### src/rtl/jpeg_block_sequencer_pkg.sv
// jpeg_seq_pkg: shared states, constants and sizing helpers for the block sequencer
package jpeg_seq_pkg;
    typedef enum logic [3:0] {
        IDLE, LOAD, DCT, DCT_WAIT, DCT_END, QUANT, ZIGZAG, HSTART, HWAIT, DONE
    } seq_state_t;
    localparam int NUM_ROWS          = 8;
    localparam int DEF_DCT_LATENCY   = 4;
    localparam int DEF_QUANT_LATENCY = 2;
    localparam int DEF_HUFF_TIMEOUT  = 256;
    function automatic int max3(input int a, input int b, input int c);
        int m;
        m = a > b ? a : b;
        return m > c ? m : c;
    endfunction
    function automatic int cnt_width(input int max_value);
        int w;
        w = 1;
        while ((1 << w) <= max_value) w = w + 1;
        return w;
    endfunction
endpackage

### src/rtl/jpeg_block_sequencer_if.sv
// jpeg_block_sequencer_if: upstream handshake, Huffman status and encoder strobe bundle
interface jpeg_block_sequencer_if;
    logic       blk_valid;
    logic       blk_is_luma;
    logic       blk_ready;
    logic       abort;
    logic       huff_active;
    logic       input_enable;
    logic       dct_enable;
    logic       dct_end_enable;
    logic [7:0] matrix_row;
    logic       zigzag_input_enable;
    logic       zigag_enable;
    logic       Huffman_start;
    logic       is_luminance;
    logic       blk_done;
    logic       huff_timeout;
    logic       busy;
    modport master (
        output blk_valid, blk_is_luma, abort, huff_active,
        input  blk_ready, input_enable, dct_enable, dct_end_enable, matrix_row,
               zigzag_input_enable, zigag_enable, Huffman_start, is_luminance,
               blk_done, huff_timeout, busy
    );
    modport slave (
        input  blk_valid, blk_is_luma, abort, huff_active,
        output blk_ready, input_enable, dct_enable, dct_end_enable, matrix_row,
               zigzag_input_enable, zigag_enable, Huffman_start, is_luminance,
               blk_done, huff_timeout, busy
    );
endinterface

### src/rtl/jpeg_block_sequencer_counter.sv
// seq_cycle_counter: loadable saturating down-counter with zero flag
module seq_cycle_counter #(
    parameter int WIDTH = 8
) (
    input  logic             clock,
    input  logic             reset_n,
    input  logic             load,
    input  logic [WIDTH-1:0] load_value,
    output logic [WIDTH-1:0] count,
    output logic             zero
);
    assign zero = count == '0;
    // load wins; otherwise count down and hold at zero
    always_ff @(posedge clock or negedge reset_n) begin
        if (!reset_n) count <= '0;
        else if (load) count <= load_value;
        else if (!zero) count <= count - 1'b1;
    end
endmodule

### src/rtl/jpeg_block_sequencer.sv
// jpeg_block_sequencer: per-8x8-block strobe sequencer for the HW_JPEGenc datapath
module jpeg_block_sequencer
    import jpeg_seq_pkg::*;
#(
    parameter int DCT_LATENCY   = DEF_DCT_LATENCY,
    parameter int QUANT_LATENCY = DEF_QUANT_LATENCY,
    parameter int HUFF_TIMEOUT  = DEF_HUFF_TIMEOUT
) (
    input logic                   clock,
    input logic                   reset_n,
    jpeg_block_sequencer_if.slave bus
);
    localparam int CW = cnt_width(max3(DCT_LATENCY - 1, QUANT_LATENCY, HUFF_TIMEOUT - 1));
    seq_state_t    state, state_next;
    logic [CW-1:0] count, load_value;
    logic          zero, load, seen, accept, timed_out, row_end, zie_next;
    assign accept        = state == IDLE && bus.blk_valid && !bus.abort;
    assign row_end       = state == QUANT && zero;
    assign timed_out     = state == HWAIT && !seen && !bus.huff_active && zero && !bus.abort;
    assign bus.blk_ready = state == IDLE;
    assign bus.busy      = state != IDLE;
    seq_cycle_counter #(.WIDTH(CW)) u_cnt (
        .clock      (clock),
        .reset_n    (reset_n),
        .load       (load),
        .load_value (load_value),
        .count      (count),
        .zero       (zero)
    );
    // state register
    always_ff @(posedge clock or negedge reset_n) begin
        if (!reset_n) state <= IDLE;
        else state <= state_next;
    end
    // next state, counter reload and the look-ahead for the per-row zigzag write strobe
    always_comb begin
        state_next = state;
        unique case (state)
            IDLE:     state_next = accept ? LOAD : IDLE;
            LOAD:     state_next = DCT;
            DCT:      state_next = DCT_WAIT;
            DCT_WAIT: state_next = zero ? DCT_END : DCT_WAIT;
            DCT_END:  state_next = QUANT;
            QUANT:    state_next = (row_end && bus.matrix_row == 8'(NUM_ROWS - 1)) ? ZIGZAG : QUANT;
            ZIGZAG:   state_next = HSTART;
            HSTART:   state_next = HWAIT;
            HWAIT:    state_next = (!bus.huff_active && (seen || zero)) ? DONE : HWAIT;
            DONE:     state_next = IDLE;
            default:  state_next = IDLE;
        endcase
        if (bus.abort) state_next = IDLE;
        load       = state == DCT || state == HSTART || (state_next == QUANT && (state != QUANT || zero));
        load_value = state == DCT ? CW'(DCT_LATENCY - 1) : state == HSTART ? CW'(HUFF_TIMEOUT - 1) : CW'(QUANT_LATENCY);
        zie_next   = state_next == QUANT && (load ? QUANT_LATENCY == 0 : count == CW'(1));
    end
    // registered strobes decoded from the upcoming state so they line up with it
    always_ff @(posedge clock or negedge reset_n) begin
        if (!reset_n) begin
            bus.input_enable        <= 1'b0;
            bus.dct_enable          <= 1'b0;
            bus.dct_end_enable      <= 1'b0;
            bus.zigzag_input_enable <= 1'b0;
            bus.zigag_enable        <= 1'b0;
            bus.Huffman_start       <= 1'b0;
            bus.blk_done            <= 1'b0;
            bus.matrix_row          <= 8'd0;
            bus.is_luminance        <= 1'b0;
            bus.huff_timeout        <= 1'b0;
            seen                    <= 1'b0;
        end else begin
            bus.input_enable        <= state_next == LOAD;
            bus.dct_enable          <= state_next == DCT;
            bus.dct_end_enable      <= state_next == DCT_END;
            bus.zigzag_input_enable <= zie_next;
            bus.zigag_enable        <= state_next == ZIGZAG;
            bus.Huffman_start       <= state_next == HSTART;
            bus.blk_done            <= state_next == DONE;
            bus.matrix_row          <= state_next != QUANT ? 8'd0 : row_end ? bus.matrix_row + 8'd1 : bus.matrix_row;
            bus.is_luminance        <= accept ? bus.blk_is_luma : bus.is_luminance;
            bus.huff_timeout        <= accept ? 1'b0 : (bus.huff_timeout || timed_out);
            seen                    <= state == HSTART ? bus.huff_active : (state == HWAIT && (seen || bus.huff_active));
        end
    end
endmodule
### src/flat_wrapper.sv
// flat-port wrapper written by rule: the top's interface ports become plain ports
module jpeg_block_sequencer_flat import jpeg_seq_pkg::*;
#(
    parameter int DCT_LATENCY   = DEF_DCT_LATENCY,
    parameter int QUANT_LATENCY = DEF_QUANT_LATENCY,
    parameter int HUFF_TIMEOUT  = DEF_HUFF_TIMEOUT
)
  (clock, reset_n, bus_blk_valid, bus_blk_is_luma, bus_abort, bus_huff_active, bus_blk_ready, bus_input_enable, bus_dct_enable, bus_dct_end_enable, bus_matrix_row, bus_zigzag_input_enable, bus_zigag_enable, bus_Huffman_start, bus_is_luminance, bus_blk_done, bus_huff_timeout, bus_busy);
  jpeg_block_sequencer_if bus_i ();
  input logic clock;
  input logic reset_n;
  input wire logic [$bits(bus_i.blk_valid)-1:0] bus_blk_valid;
  input wire logic [$bits(bus_i.blk_is_luma)-1:0] bus_blk_is_luma;
  input wire logic [$bits(bus_i.abort)-1:0] bus_abort;
  input wire logic [$bits(bus_i.huff_active)-1:0] bus_huff_active;
  output wire logic [$bits(bus_i.blk_ready)-1:0] bus_blk_ready;
  output wire logic [$bits(bus_i.input_enable)-1:0] bus_input_enable;
  output wire logic [$bits(bus_i.dct_enable)-1:0] bus_dct_enable;
  output wire logic [$bits(bus_i.dct_end_enable)-1:0] bus_dct_end_enable;
  output wire logic [$bits(bus_i.matrix_row)-1:0] bus_matrix_row;
  output wire logic [$bits(bus_i.zigzag_input_enable)-1:0] bus_zigzag_input_enable;
  output wire logic [$bits(bus_i.zigag_enable)-1:0] bus_zigag_enable;
  output wire logic [$bits(bus_i.Huffman_start)-1:0] bus_Huffman_start;
  output wire logic [$bits(bus_i.is_luminance)-1:0] bus_is_luminance;
  output wire logic [$bits(bus_i.blk_done)-1:0] bus_blk_done;
  output wire logic [$bits(bus_i.huff_timeout)-1:0] bus_huff_timeout;
  output wire logic [$bits(bus_i.busy)-1:0] bus_busy;
  assign bus_i.blk_valid = bus_blk_valid;
  assign bus_i.blk_is_luma = bus_blk_is_luma;
  assign bus_i.abort = bus_abort;
  assign bus_i.huff_active = bus_huff_active;
  assign bus_blk_ready = bus_i.blk_ready;
  assign bus_input_enable = bus_i.input_enable;
  assign bus_dct_enable = bus_i.dct_enable;
  assign bus_dct_end_enable = bus_i.dct_end_enable;
  assign bus_matrix_row = bus_i.matrix_row;
  assign bus_zigzag_input_enable = bus_i.zigzag_input_enable;
  assign bus_zigag_enable = bus_i.zigag_enable;
  assign bus_Huffman_start = bus_i.Huffman_start;
  assign bus_is_luminance = bus_i.is_luminance;
  assign bus_blk_done = bus_i.blk_done;
  assign bus_huff_timeout = bus_i.huff_timeout;
  assign bus_busy = bus_i.busy;
  jpeg_block_sequencer #(.DCT_LATENCY(DCT_LATENCY), .QUANT_LATENCY(QUANT_LATENCY), .HUFF_TIMEOUT(HUFF_TIMEOUT)) u_core (.clock(clock), .reset_n(reset_n), .bus(bus_i));
endmodule
### config.mk
export PLATFORM = sky130hd
export DESIGN_NAME = jpeg_block_sequencer_flat
export DESIGN_NICKNAME = d
export VERILOG_FILES = /design/src/rtl/jpeg_block_sequencer_pkg.sv /design/src/rtl/jpeg_block_sequencer_if.sv /design/src/rtl/jpeg_block_sequencer_counter.sv /design/src/rtl/jpeg_block_sequencer.sv /design/src/flat_wrapper.sv
export SDC_FILE = /design/constraint.sdc
export NUM_CORES = 1
export LEC_CHECK = 0
export CORE_MARGIN = 4
export CORE_UTILIZATION = 50
export CTS_BUF_LIST = sky130_fd_sc_hd__clkbuf_4 sky130_fd_sc_hd__clkbuf_8
export DETAILED_ROUTE_END_ITERATION = 10
export HOLD_SLACK_MARGIN = 0.03
export MAX_ROUTING_LAYER = met4
export PLACE_DENSITY = 0.76
export SLEW_MARGIN = 30
export SYNTH_ARGS = -nofsm -noshare
export SYNTH_HDL_FRONTEND = slang
export SYNTH_SLANG_ARGS = --single-unit
### constraint.sdc
create_clock -name clock -period 2.4 [get_ports clock]
set_clock_uncertainty 0.1 [all_clocks]
set_input_delay 0.36 -clock clock [delete_from_list [all_inputs] [get_ports clock]]
set_output_delay 0.36 -clock clock [all_outputs]
set_load 0.01 [all_outputs]
==> flow_summary.yaml <==
floorplanning:
  die_width_um: 64.58
  die_y_um: 64.58
  coreArea_sq_um: 3053
  ios: 25
  rows: 20
  start_util_pct: 52.42
  die_area_sq_um: 4170
drt:
  final_antenna_net_count: 0
  first_iter_violations: 72
  top_layer_used: "met4"
  drt-met1-wl_mm: 1.784
  wl_met2_mm: 2.006
  finalWirelength_mm: 4.043
  vias_per_cell: 5.438
  first_pass_iters: 4
  wl_met3_um: 165
  wl_per_cell_um: 15.55
  num_vias: 1414
  drc: 0
layout:
  layout.cells.non_filler: 260
  drive_gt1_share_pct: 31.02
  final_nets: 224
  syn_to_final_growth_pct: 44.88
  antenna_cells: 0
  post-route-util_pct: 75.94
  fillers: 206
logic_synthesis:
  synth_top_area_share_pct: 46.91
  synth_fp_nets: 166
  synthCells: 157
  synth_edf_count: 0
  synth_largest_area_cell: "dfrtp_1"
  synth_area_sq_um: 1600
  ys_seq_elements: 30
  yosys-top-cells-area: "dfrtp_1, xor2_1, nor2_1"
  syn_avg_cell_area_sq_um: 10.19
  ys.flop_type: "dfrtp_1"
  synth_commonest_cells: "dfrtp_1, nor2_1"
  yosysMostFrequentCell: "dfrtp_1"
  async_flop_share_pct: 100.0
  yosysSeqAreaShare_pct: 46.91
  ys_types: 49
  synth-warning-count: 0
timing:
  maxSlewHeadroom_pct: 38.63
  min_period_ns: 2.479
  setup_ws_ns: -0.07925
  tightest_slew_ns: 0.9135
  fmax_mhz: 403.3
  final_hold_viol_count: 0
  fin_setup_tns_ns: -0.4498
  setup_viol: 8
  rsz0062_at_grt: "yes"
  slew_viol_final: 0
  period_share_pct: 103.3
power:
  peakVddDrop_mv: 0.5626
  p_per_area_nw_per_um2: 861.8
  p_leak_nw: 1.036
clock_tree:
  cts_buffers: 5
  clk_pin_slew_ns: 0.11
  insertion_delay_ns: 0.34
  cts.path.max_buffers: 2
  cts_tree: "built"
  htreeDepth: 2
  cts_sinks: 30
  postCtsHoldBufs: 0
  clockRootBuffer: "clkbuf_4"
worst_setup_path:
  path_buf_inv: 0
  cp-start-kind: "flip-flop"
  required_ns: 2.54
  cp_top_family: "compound AO/OA/AOI/OAI gates"
  path_max_fanout: 4
  cp_data_arrival_time_ns: 2.62
  path_cells: "nor4_2 > a21oi_1 > o311a_1 > a221o_1 > o21a_1 > a221oi_2"
  crit_type: "flip-flop to flip-flop"
  cpPeakStageDelay_ns: 0.46
  cp-end-kind: "flip-flop"
  cpMaxStageDelayCell: "nor4_2"
run:
  maxCapViolCount: 0
grt:
  grtUsageTotal_pct: 20.76
  grt_remaining_overflow: 0
  grt_max_degree: 31
  grt_pass1_wl_mm: 6.396
  grt_pass1_vias: 1371
  antenna_found_initial: 0
placement:
  dp.cells: 243
  port_buffers: 24
  gp_congestion: 0.8870
  hpwl_mm: 2.714
run_status:
  status: "finished, violations left"
  violations: "setup timing"
min_path:
  hold_class: "input pin to async pin"
## sequential cells by signal (all words and copies together) (netlist names)
| name | flops |
|---|---|
| u_core.bus.Huffman_start | 1 |
| u_core.bus.blk_done | 1 |
| u_core.bus.dct_enable | 1 |
| u_core.bus.dct_end_enable | 1 |
| u_core.bus.huff_timeout | 1 |
| u_core.bus.input_enable | 1 |
| u_core.bus.is_luminance | 1 |
| u_core.bus.matrix_row | 8 |
| u_core.bus.zigag_enable | 1 |
| u_core.bus.zigzag_input_enable | 1 |
| u_core.seen | 1 |
| u_core.state | 4 |
| u_core.u_cnt.count | 8 |
## report_power, final
group	total, mW	internal, mW	switching, mW
combinational	0.790	0.422	0.368
clock	0.532	0.353	0.179
sequential	0.676	0.578	0.0975
## cells in the final DEF (no fill, tap or decap), types with 3 or more instances in the layout
| cell | Yosys | routed |
|---|---|---|
| dfrtp_1 | 30 | 30 |
| buf_4 | 0 | 29 |
| clkdlybuf4s50_1 | 0 | 24 |
| nor2_1 | 16 | 14 |
| nand2_1 | 10 | 10 |
| a21oi_1 | 10 | 10 |
| xor2_1 | 10 | 10 |
| nor3_1 | 10 | 6 |
| clkbuf_4 | 0 | 5 |
| o21ai_0 | 4 | 4 |
| xnor2_1 | 4 | 4 |
| nand2b_1 | 3 | 3 |
| nor3_4 | 1 | 3 |
| nor2_2 | 1 | 3 |
| and3_1 | 3 | 3 |
| nor3_2 | 1 | 3 |
| nand4_1 | 3 | 3 |
| buf_6 | 0 | 3 |
## worst register-to-register path, cell delays in order, from the launching register on
cell and delay [ns]:
dfrtp_1 0.43, nor4_2 0.46, a21oi_1 0.16, o311a_1 0.34
a221o_1 0.41, o21a_1 0.25, a221oi_2 0.24
## final timing paths
check / slack [ns] / from / depth (start not counted) / end
max: -0.08 / u_core.u_cnt.count[4]$_DFFE_PN0P_ / 6 / u_core.u_cnt.count[6]$_DFFE_PN0P_
min in group clock: 0.42 / u_core.bus.huff_timeout$_DFF_PN0_ / 2 / u_core.bus.huff_timeout$_DFF_PN0_
min reg2reg: 0.42 / u_core.bus.huff_timeout$_DFF_PN0_ / 2 / u_core.bus.huff_timeout$_DFF_PN0_
max in group asynchronous: 1.61 / reset_n / 2 / u_core.seen$_DFF_PN0_
min: 0.29 / reset_n / 2 / u_core.bus.matrix_row[4]$_DFFE_PN0P_
max reg2reg: -0.08 / u_core.u_cnt.count[4]$_DFFE_PN0P_ / 6 / u_core.u_cnt.count[6]$_DFFE_PN0P_
## cell type report
class	count	area, sq um	share of cell area [%]
clock buffer	6	51.30	2.213
sequential	30	750.7	32.38
inverter	4	15.01	0.6476
multi-input combinational	118	894.6	38.59
timing repair buffer	56	491.7	21.21
tap	44	55.05	2.375
clock inverter	2	60.06	2.590
## per-layer routing
layer,track usage (%),vias to the layer above
met4,7.388,0
met2,33.38,38
li1,-,677
met5,-,-
met1,25.42,690
met3,5.373,9
## kinds of logic (layout without fill, tap and decap cells)
group	Yosys count	in the layout	synth area share [%]
simple gates	73	73	28.38
flops	30	30	46.91
compound gates	26	26	10.95
xor+xnor	14	14	7.662
buf+inv	9	68	2.423
fa+ha+maj	3	3	2.346
mux	2	2	1.329
## stage by stage
stage / hold WS, ns / worst slack, ns / cell area, sq um / power (mW)
floorplan: -0.03559 / 0.003458 / 1640 / 1.056
global placement: 0.3827 / 0.003110 / 2072 / 1.281
detailed placement: 0.4031 / -0.07163 / 2072 / 1.305
CTS: 0.3008 / -0.009180 / 2242 / 1.906
global route: 0.3192 / -0.1527 / 2318 / 2.111
finish: 0.2937 / -0.07925 / 2318 / 1.998
## what timing repair did
item                                    4_1_cts  5_1_grt
cloned                                        0        0
resized for setup                             5       11
buffers inserted                              5        4
endpoints found under the setup margin       16       17
pin swaps                                     5        8
No activity file was read; power rests on OpenSTA's default activity.
